**src/rtl/fifo_wr_sched_pkg.sv**
```systemverilog
// fifo_wr_sched_pkg: shared definitions for the FIFO write-side scheduler.
//   - DATA_WIDTH_DEF : default FIFO word width
//   - state_e        : scheduler FSM states with their fixed 2-bit encoding
package fifo_wr_sched_pkg;

    localparam int unsigned DATA_WIDTH_DEF = 8;

    localparam logic [1:0] ST_IDLE_ENC   = 2'b00;
    localparam logic [1:0] ST_ALU_LO_ENC = 2'b01;
    localparam logic [1:0] ST_ALU_HI_ENC = 2'b10;
    localparam logic [1:0] ST_RF_B_ENC   = 2'b11;

    typedef enum logic [1:0] {
        StIdle  = ST_IDLE_ENC,
        StAluLo = ST_ALU_LO_ENC,
        StAluHi = ST_ALU_HI_ENC,
        StRfB   = ST_RF_B_ENC
    } state_e;

endpackage

```
**src/rtl/fifo_wr_slot.sv**
```systemverilog
// fifo_wr_slot: one request slot (pending bit + data register) of the write scheduler.
// Ports:
//   i_clk, i_rst  clock, asynchronous active-high reset
//   i_strobe      single-cycle request strobe, i_data sampled with it
//   i_done        the scheduler accepts this slot's final byte this cycle
//   o_pending     registered pending bit (drives the upstream BUSY)
//   o_data        captured request data
//   o_drop        registered pulse: a strobe hit an occupied slot and was discarded
module fifo_wr_slot
    import fifo_wr_sched_pkg::*;
#(
    parameter int unsigned WIDTH = DATA_WIDTH_DEF
) (
    input  logic             i_clk,
    input  logic             i_rst,
    input  logic             i_strobe,
    input  logic [WIDTH-1:0] i_data,
    input  logic             i_done,
    output logic             o_pending,
    output logic [WIDTH-1:0] o_data,
    output logic             o_drop
);

    logic             r_pending;
    logic [WIDTH-1:0] r_data;
    logic             r_drop;
    logic             w_accept;

    // A slot finishing its last byte this cycle is free for a same-cycle strobe.
    assign w_accept = i_strobe && (!r_pending || i_done);

    always_ff @(posedge i_clk or posedge i_rst) begin
        if (i_rst) begin
            r_pending <= 1'b0;
            r_data    <= '0;
            r_drop    <= 1'b0;
        end else begin
            r_pending <= w_accept || (r_pending && !i_done);
            if (w_accept) begin
                r_data <= i_data;
            end
            r_drop <= i_strobe && !w_accept;
        end
    end

    assign o_pending = r_pending;
    assign o_data    = r_data;
    assign o_drop    = r_drop;

endmodule

```
**src/rtl/fifo_wr_sched.sv**
```systemverilog
// fifo_wr_sched: shares the async FIFO write port between the ALU (2-byte results,
// LSB first) and the register file (1 byte), round-robin, never writing while full.
// Ports:
//   i_clk, i_rst    system clock, asynchronous active-high reset
//   i_alu_out       ALU result, sampled when i_alu_vld
//   i_alu_vld       single-cycle ALU strobe
//   i_rf_rd_data    register-file data, sampled when i_rf_rd_vld
//   i_rf_rd_vld     single-cycle register-file strobe
//   i_wr_full       FIFO full flag
//   o_wr_data       FIFO write data (0 when idle)
//   o_wr_inc        FIFO write enable
//   o_alu_busy      ALU slot occupied
//   o_rf_busy       register-file slot occupied
//   o_drop          one-cycle pulse when a strobe was discarded
module fifo_wr_sched
    import fifo_wr_sched_pkg::*;
#(
    parameter int unsigned DATA_WIDTH = DATA_WIDTH_DEF
) (
    input  logic                    i_clk,
    input  logic                    i_rst,
    input  logic [2*DATA_WIDTH-1:0] i_alu_out,
    input  logic                    i_alu_vld,
    input  logic [DATA_WIDTH-1:0]   i_rf_rd_data,
    input  logic                    i_rf_rd_vld,
    input  logic                    i_wr_full,
    output logic [DATA_WIDTH-1:0]   o_wr_data,
    output logic                    o_wr_inc,
    output logic                    o_alu_busy,
    output logic                    o_rf_busy,
    output logic                    o_drop
);

    state_e r_state;
    state_e w_state_next;
    logic   r_last_alu;     // 1: ALU was served last, 0: RF (reset value)
    logic   w_last_alu_next;

    logic                    w_wr_inc;
    logic                    w_alu_done;
    logic                    w_rf_done;
    logic                    w_alu_pend;
    logic                    w_rf_pend;
    logic [2*DATA_WIDTH-1:0] w_alu_data;
    logic [DATA_WIDTH-1:0]   w_rf_data;
    logic                    w_alu_drop;
    logic                    w_rf_drop;
    logic [DATA_WIDTH-1:0]   w_wr_data;

    fifo_wr_slot #(
        .WIDTH (2*DATA_WIDTH)
    ) u_alu_slot (
        .i_clk     (i_clk),
        .i_rst     (i_rst),
        .i_strobe  (i_alu_vld),
        .i_data    (i_alu_out),
        .i_done    (w_alu_done),
        .o_pending (w_alu_pend),
        .o_data    (w_alu_data),
        .o_drop    (w_alu_drop)
    );

    fifo_wr_slot #(
        .WIDTH (DATA_WIDTH)
    ) u_rf_slot (
        .i_clk     (i_clk),
        .i_rst     (i_rst),
        .i_strobe  (i_rf_rd_vld),
        .i_data    (i_rf_rd_data),
        .i_done    (w_rf_done),
        .o_pending (w_rf_pend),
        .o_data    (w_rf_data),
        .o_drop    (w_rf_drop)
    );

    // Every non-idle state presents a byte; it is written whenever the FIFO has room.
    assign w_wr_inc   = (r_state != StIdle) && !i_wr_full;
    assign w_alu_done = w_wr_inc && (r_state == StAluHi);
    assign w_rf_done  = w_wr_inc && (r_state == StRfB);

    always_ff @(posedge i_clk or posedge i_rst) begin
        if (i_rst) begin
            r_state    <= StIdle;
            r_last_alu <= 1'b0;
        end else begin
            r_state    <= w_state_next;
            r_last_alu <= w_last_alu_next;
        end
    end

    always_comb begin
        w_state_next    = r_state;
        w_last_alu_next = r_last_alu;
        w_wr_data       = '0;
        unique case (r_state)
            StIdle: begin
                // On a tie the slot not served last wins.
                if (w_alu_pend && (!w_rf_pend || !r_last_alu)) begin
                    w_state_next = StAluLo;
                end else if (w_rf_pend) begin
                    w_state_next = StRfB;
                end
            end
            StAluLo: begin
                w_wr_data = w_alu_data[DATA_WIDTH-1:0];
                // Only ALU_HI may follow, so the two ALU bytes stay adjacent.
                if (w_wr_inc) begin
                    w_state_next = StAluHi;
                end
            end
            StAluHi: begin
                w_wr_data = w_alu_data[2*DATA_WIDTH-1:DATA_WIDTH];
                if (w_wr_inc) begin
                    w_state_next    = StIdle;
                    w_last_alu_next = 1'b1;
                end
            end
            StRfB: begin
                w_wr_data = w_rf_data;
                if (w_wr_inc) begin
                    w_state_next    = StIdle;
                    w_last_alu_next = 1'b0;
                end
            end
            default: begin
                w_state_next = StIdle;
            end
        endcase
    end

    assign o_wr_data  = w_wr_data;
    assign o_wr_inc   = w_wr_inc;
    assign o_alu_busy = w_alu_pend;
    assign o_rf_busy  = w_rf_pend;
    assign o_drop     = w_alu_drop || w_rf_drop;

endmodule

```
**config.mk**
```make
export PLATFORM = sky130hd
export DESIGN_NAME = fifo_wr_sched
export DESIGN_NICKNAME = d
export VERILOG_FILES = /design/src/rtl/fifo_wr_sched_pkg.sv /design/src/rtl/fifo_wr_slot.sv /design/src/rtl/fifo_wr_sched.sv
export SDC_FILE = /design/constraint.sdc
export NUM_CORES = 1
export LEC_CHECK = 0
export ABC_AREA = 1
export BUFFER_PORTS_ARGS = -buffer_cell sky130_fd_sc_hd__buf_2
export CAP_MARGIN = 20
export CORE_MARGIN = 5
export CORE_UTILIZATION = 35
export CTS_CLUSTER_DIAMETER = 60
export DETAILED_ROUTE_END_ITERATION = 12
export HOLD_SLACK_MARGIN = 0.05
export SLEW_MARGIN = 20
export SYNTH_ARGS = -nofsm -noshare
export SYNTH_HDL_FRONTEND = slang
export SYNTH_SLANG_ARGS = --single-unit
```
**constraint.sdc**
```tcl
create_clock -name i_clk -period 1.55 [get_ports i_clk]
set_input_delay 0.0775 -clock i_clk [delete_from_list [all_inputs] [get_ports i_clk]]
set_output_delay 0.0775 -clock i_clk [all_outputs]
set_load 0.02 [all_outputs]
```
==> impl_results.md <==
* Worst flop-to-flop path startpoint: r_state[0]
* Area of the mapped netlist at 0.00142 mm2
* Die area at 0.00543 mm2
* Core area at 0.00397 mm2
* # diodes at 0
* Crit Path Max Fanout at 8
* Setup TNS at 0 ns
* Reg2reg end: u_alu_slot.o_data[0]
* Hold Crit Class: input pin to flop
* TritonCTS Buffers at 5
* Reg2Reg Depth at 6
* Die H at 73.7 um
* Final Max Slew Viols at 0
* Final Util at 50.5%
* H-tree depth at 2
* GPL Wtd Cong at 0.708
* Status: finished, final reports clean
* Vias at 1343
* #FFs+latches synth at 31
* Critical path class: flop to output port
* Register area share after synthesis at 54.6%
* Peak supply drop at 0.000773 V
* Core Rows at 23
* Vias in the first global route at 1368
* Clock Pin Slew Worst Setup and Hold Paths at 0.06 ns
* Multi-input logic area at 573 um2
* Slew margin rel. at 73.9%
* DRC violations left at 0
* Fill count at 419
* Nets@finish at 274
* Crit path max-delay cell type: dfrtp_1
* Gr usage total at 14.2%
* Max Freq at 685 MHz
* FF-to-FF setup slack at 0.28 ns
* Synth Area per Inst at 8.07 um2
* First-pass GRT wire length at 5.77 mm
* Setup Skew at 0.00254 ns
* Hold slack at 0.0465 ns
* Setup crit start: r_state[0]
* Largest net degree at the start of global routing at 32
* Clk buf depth at 2
* Tmin final at 1.46 ns
* Area grow syn2layout at 41.3%
* Die X at 73.7 um
* Final WL at 3.45 mm
* Clk root buf: clkbuf_8
* Initial antenna violation count at 0
* Fin crit share at 94.2%
* CTS tree: yes
* CP peak stage delay at 0.41 ns
* Crit path capture type: output port
* Layout cells sized above 1 at 24.0%
* Critical Path Source Type: flop
* IO Count at 41
* Initial Util at 35.8%
* Crit path capture: o_wr_data[5]
* Final Hold Viols at 0
* DR iter-0 viols at 63
* Pwr per Cell Area at 1790 mW/mm2
* Vias per inst at 4.54
* Max-cap violations at 0
* Antenna-violating nets left at 0
* CP Cell Sequence: inv_1 -> nor2_1 -> buf_4 -> nand2_1 -> nand3_1 -> buf_2
* Slew @ Worst Pin at 0.392 ns
* Initial DRT Pass Iterations at 4
* Final setup viols at 0
* Worst-Skew Late Latency at 0.28 ns
* DP Wirelength at 2.46 mm
* Synth unique cells at 14
* Routed WL per cell at 11.7 um
* Yosys warns at 0
* Arrival time of the worst setup path at 1.38 ns
* Mapped Nets at 205
* Worst path required time at 1.47 ns
* Gate count of the mapped netlist at 176
* Leak at 1.09 nW
* FF/Latch Area at 777 um2
* Clock Sinks at 31
* PortBufs at 40
* Gr ovfl total at 0
-- flip-flops by register name (all words and copies together) (netlist names) --
register / flops
u_rf_slot.o_data: 8
r_last_alu: 1
u_rf_slot.o_drop: 1
u_alu_slot.o_pending: 1
u_alu_slot.o_data: 16
u_alu_slot.o_drop: 1
u_rf_slot.o_pending: 1
r_state: 2
-- layout make-up --
type / instances / area share (%)
sequential: 31 / 38.7
multi-input combinational: 132 / 28.6
timing repair buffer: 68 / 23.3
clock buffer: 8 / 4.99
tap: 50 / 3.12
inverter: 7 / 1.31
-- critical path: cells and delay by family (launching register included) --
family,cells,cell delay (ns)
buffers and inverters,3,0.45
DFF,1,0.41
and+or+nand+nor,3,0.24
-- timing repair --
item	CTS	global route
buffers inserted	0	1
hold endpoints to repair	53	0
gates resized for setup	0	2
hold buffers	23	0
setup endpoints to repair	0	8
-- synth_stat cells --
cell type  count  area, um2
nand2_1       83        312
nand3_1       34        170
dfrtp_1       31        776
inv_1          7       26.3
nor2_1         7       26.3
buf_4          3       22.5
clkbuf_1       2       7.51
nand2_4        2       22.5
o21ai_0        2       10.0
buf_8          1       15.0
nand3_2        1       10.0
nand3b_1       1       7.51
o21ai_2        1       8.76
or2_2          1       6.26
-- kinds of logic after synthesis --
group | Yosys count | share of synthesized area [%]
AOI/OAI and AO/OA | 3 | 1.32
buffers and inverters | 13 | 5.02
DFF | 31 | 54.6
and+or+nand+nor | 129 | 39.0
-- metrics by stage --
| step | std cells | worst slack [ns] | cell area (um2) | total power, W |
|---|---|---|---|---|
| floorplan | 176 | 0.441 | 1420 | 0.00239 |
| global placement | 264 | 0.336 | 1670 | 0.00284 |
| detailed placement | 264 | 0.274 | 1670 | 0.00287 |
| CTS | 295 | 0.0702 | 2000 | 0.00361 |
| global route | 296 | -0.00684 | 2010 | 0.00390 |
| finish | 296 | 0.0904 | 2010 | 0.00359 |
-- how the worst min path moves through the flow --
stage | startpoint | endpoint | cells after the start
2_1_floorplan | i_rst | r_last_alu | 1
3_5_place_dp | i_rst | u_alu_slot.o_drop | 3
3_3_place_gp | i_rst | r_state[1] | 3
4_1_cts | i_rf_rd_data[0] | u_rf_slot.o_data[0] | 3
6_report | i_rf_rd_data[0] | u_rf_slot.o_data[0] | 3
5_1_grt | i_rf_rd_data[0] | u_rf_slot.o_data[0] | 3
-- where the power goes --
part	total (W)	internal, W	switching [W]
clock network	0.000689	0.000405	0.000285
registers	0.00139	0.00117	0.000222
logic	0.00151	0.000552	0.000956
-- layout by cell type, fill, tap and decap left out --
cell / count
nand3b_1: 1
nand2_4: 2
dfrtp_2: 1
clkbuf_8: 7
buf_2: 40
nor2_1: 7
dfrtp_1: 30
or2_2: 1
inv_1: 6
clkbuf_1: 1
o21ai_0: 2
nand3_2: 1
dlygate4sd3_1: 23
o21ai_2: 1
buf_4: 5
nand3_1: 34
nand2_1: 83
inv_2: 1
-- metal layers --
layer / vias up / GRT usage [%] / wire (um)
li1: 692 / - / -
met1: 614 / 17.3 / 1590
met2: 32 / 23.3 / 1570
met3: 5 / 4.92 / 248
met4: 0 / 4.83 / 52
met5: - / 0 / 0
Note: power is estimated with default switching activity, not from simulation.
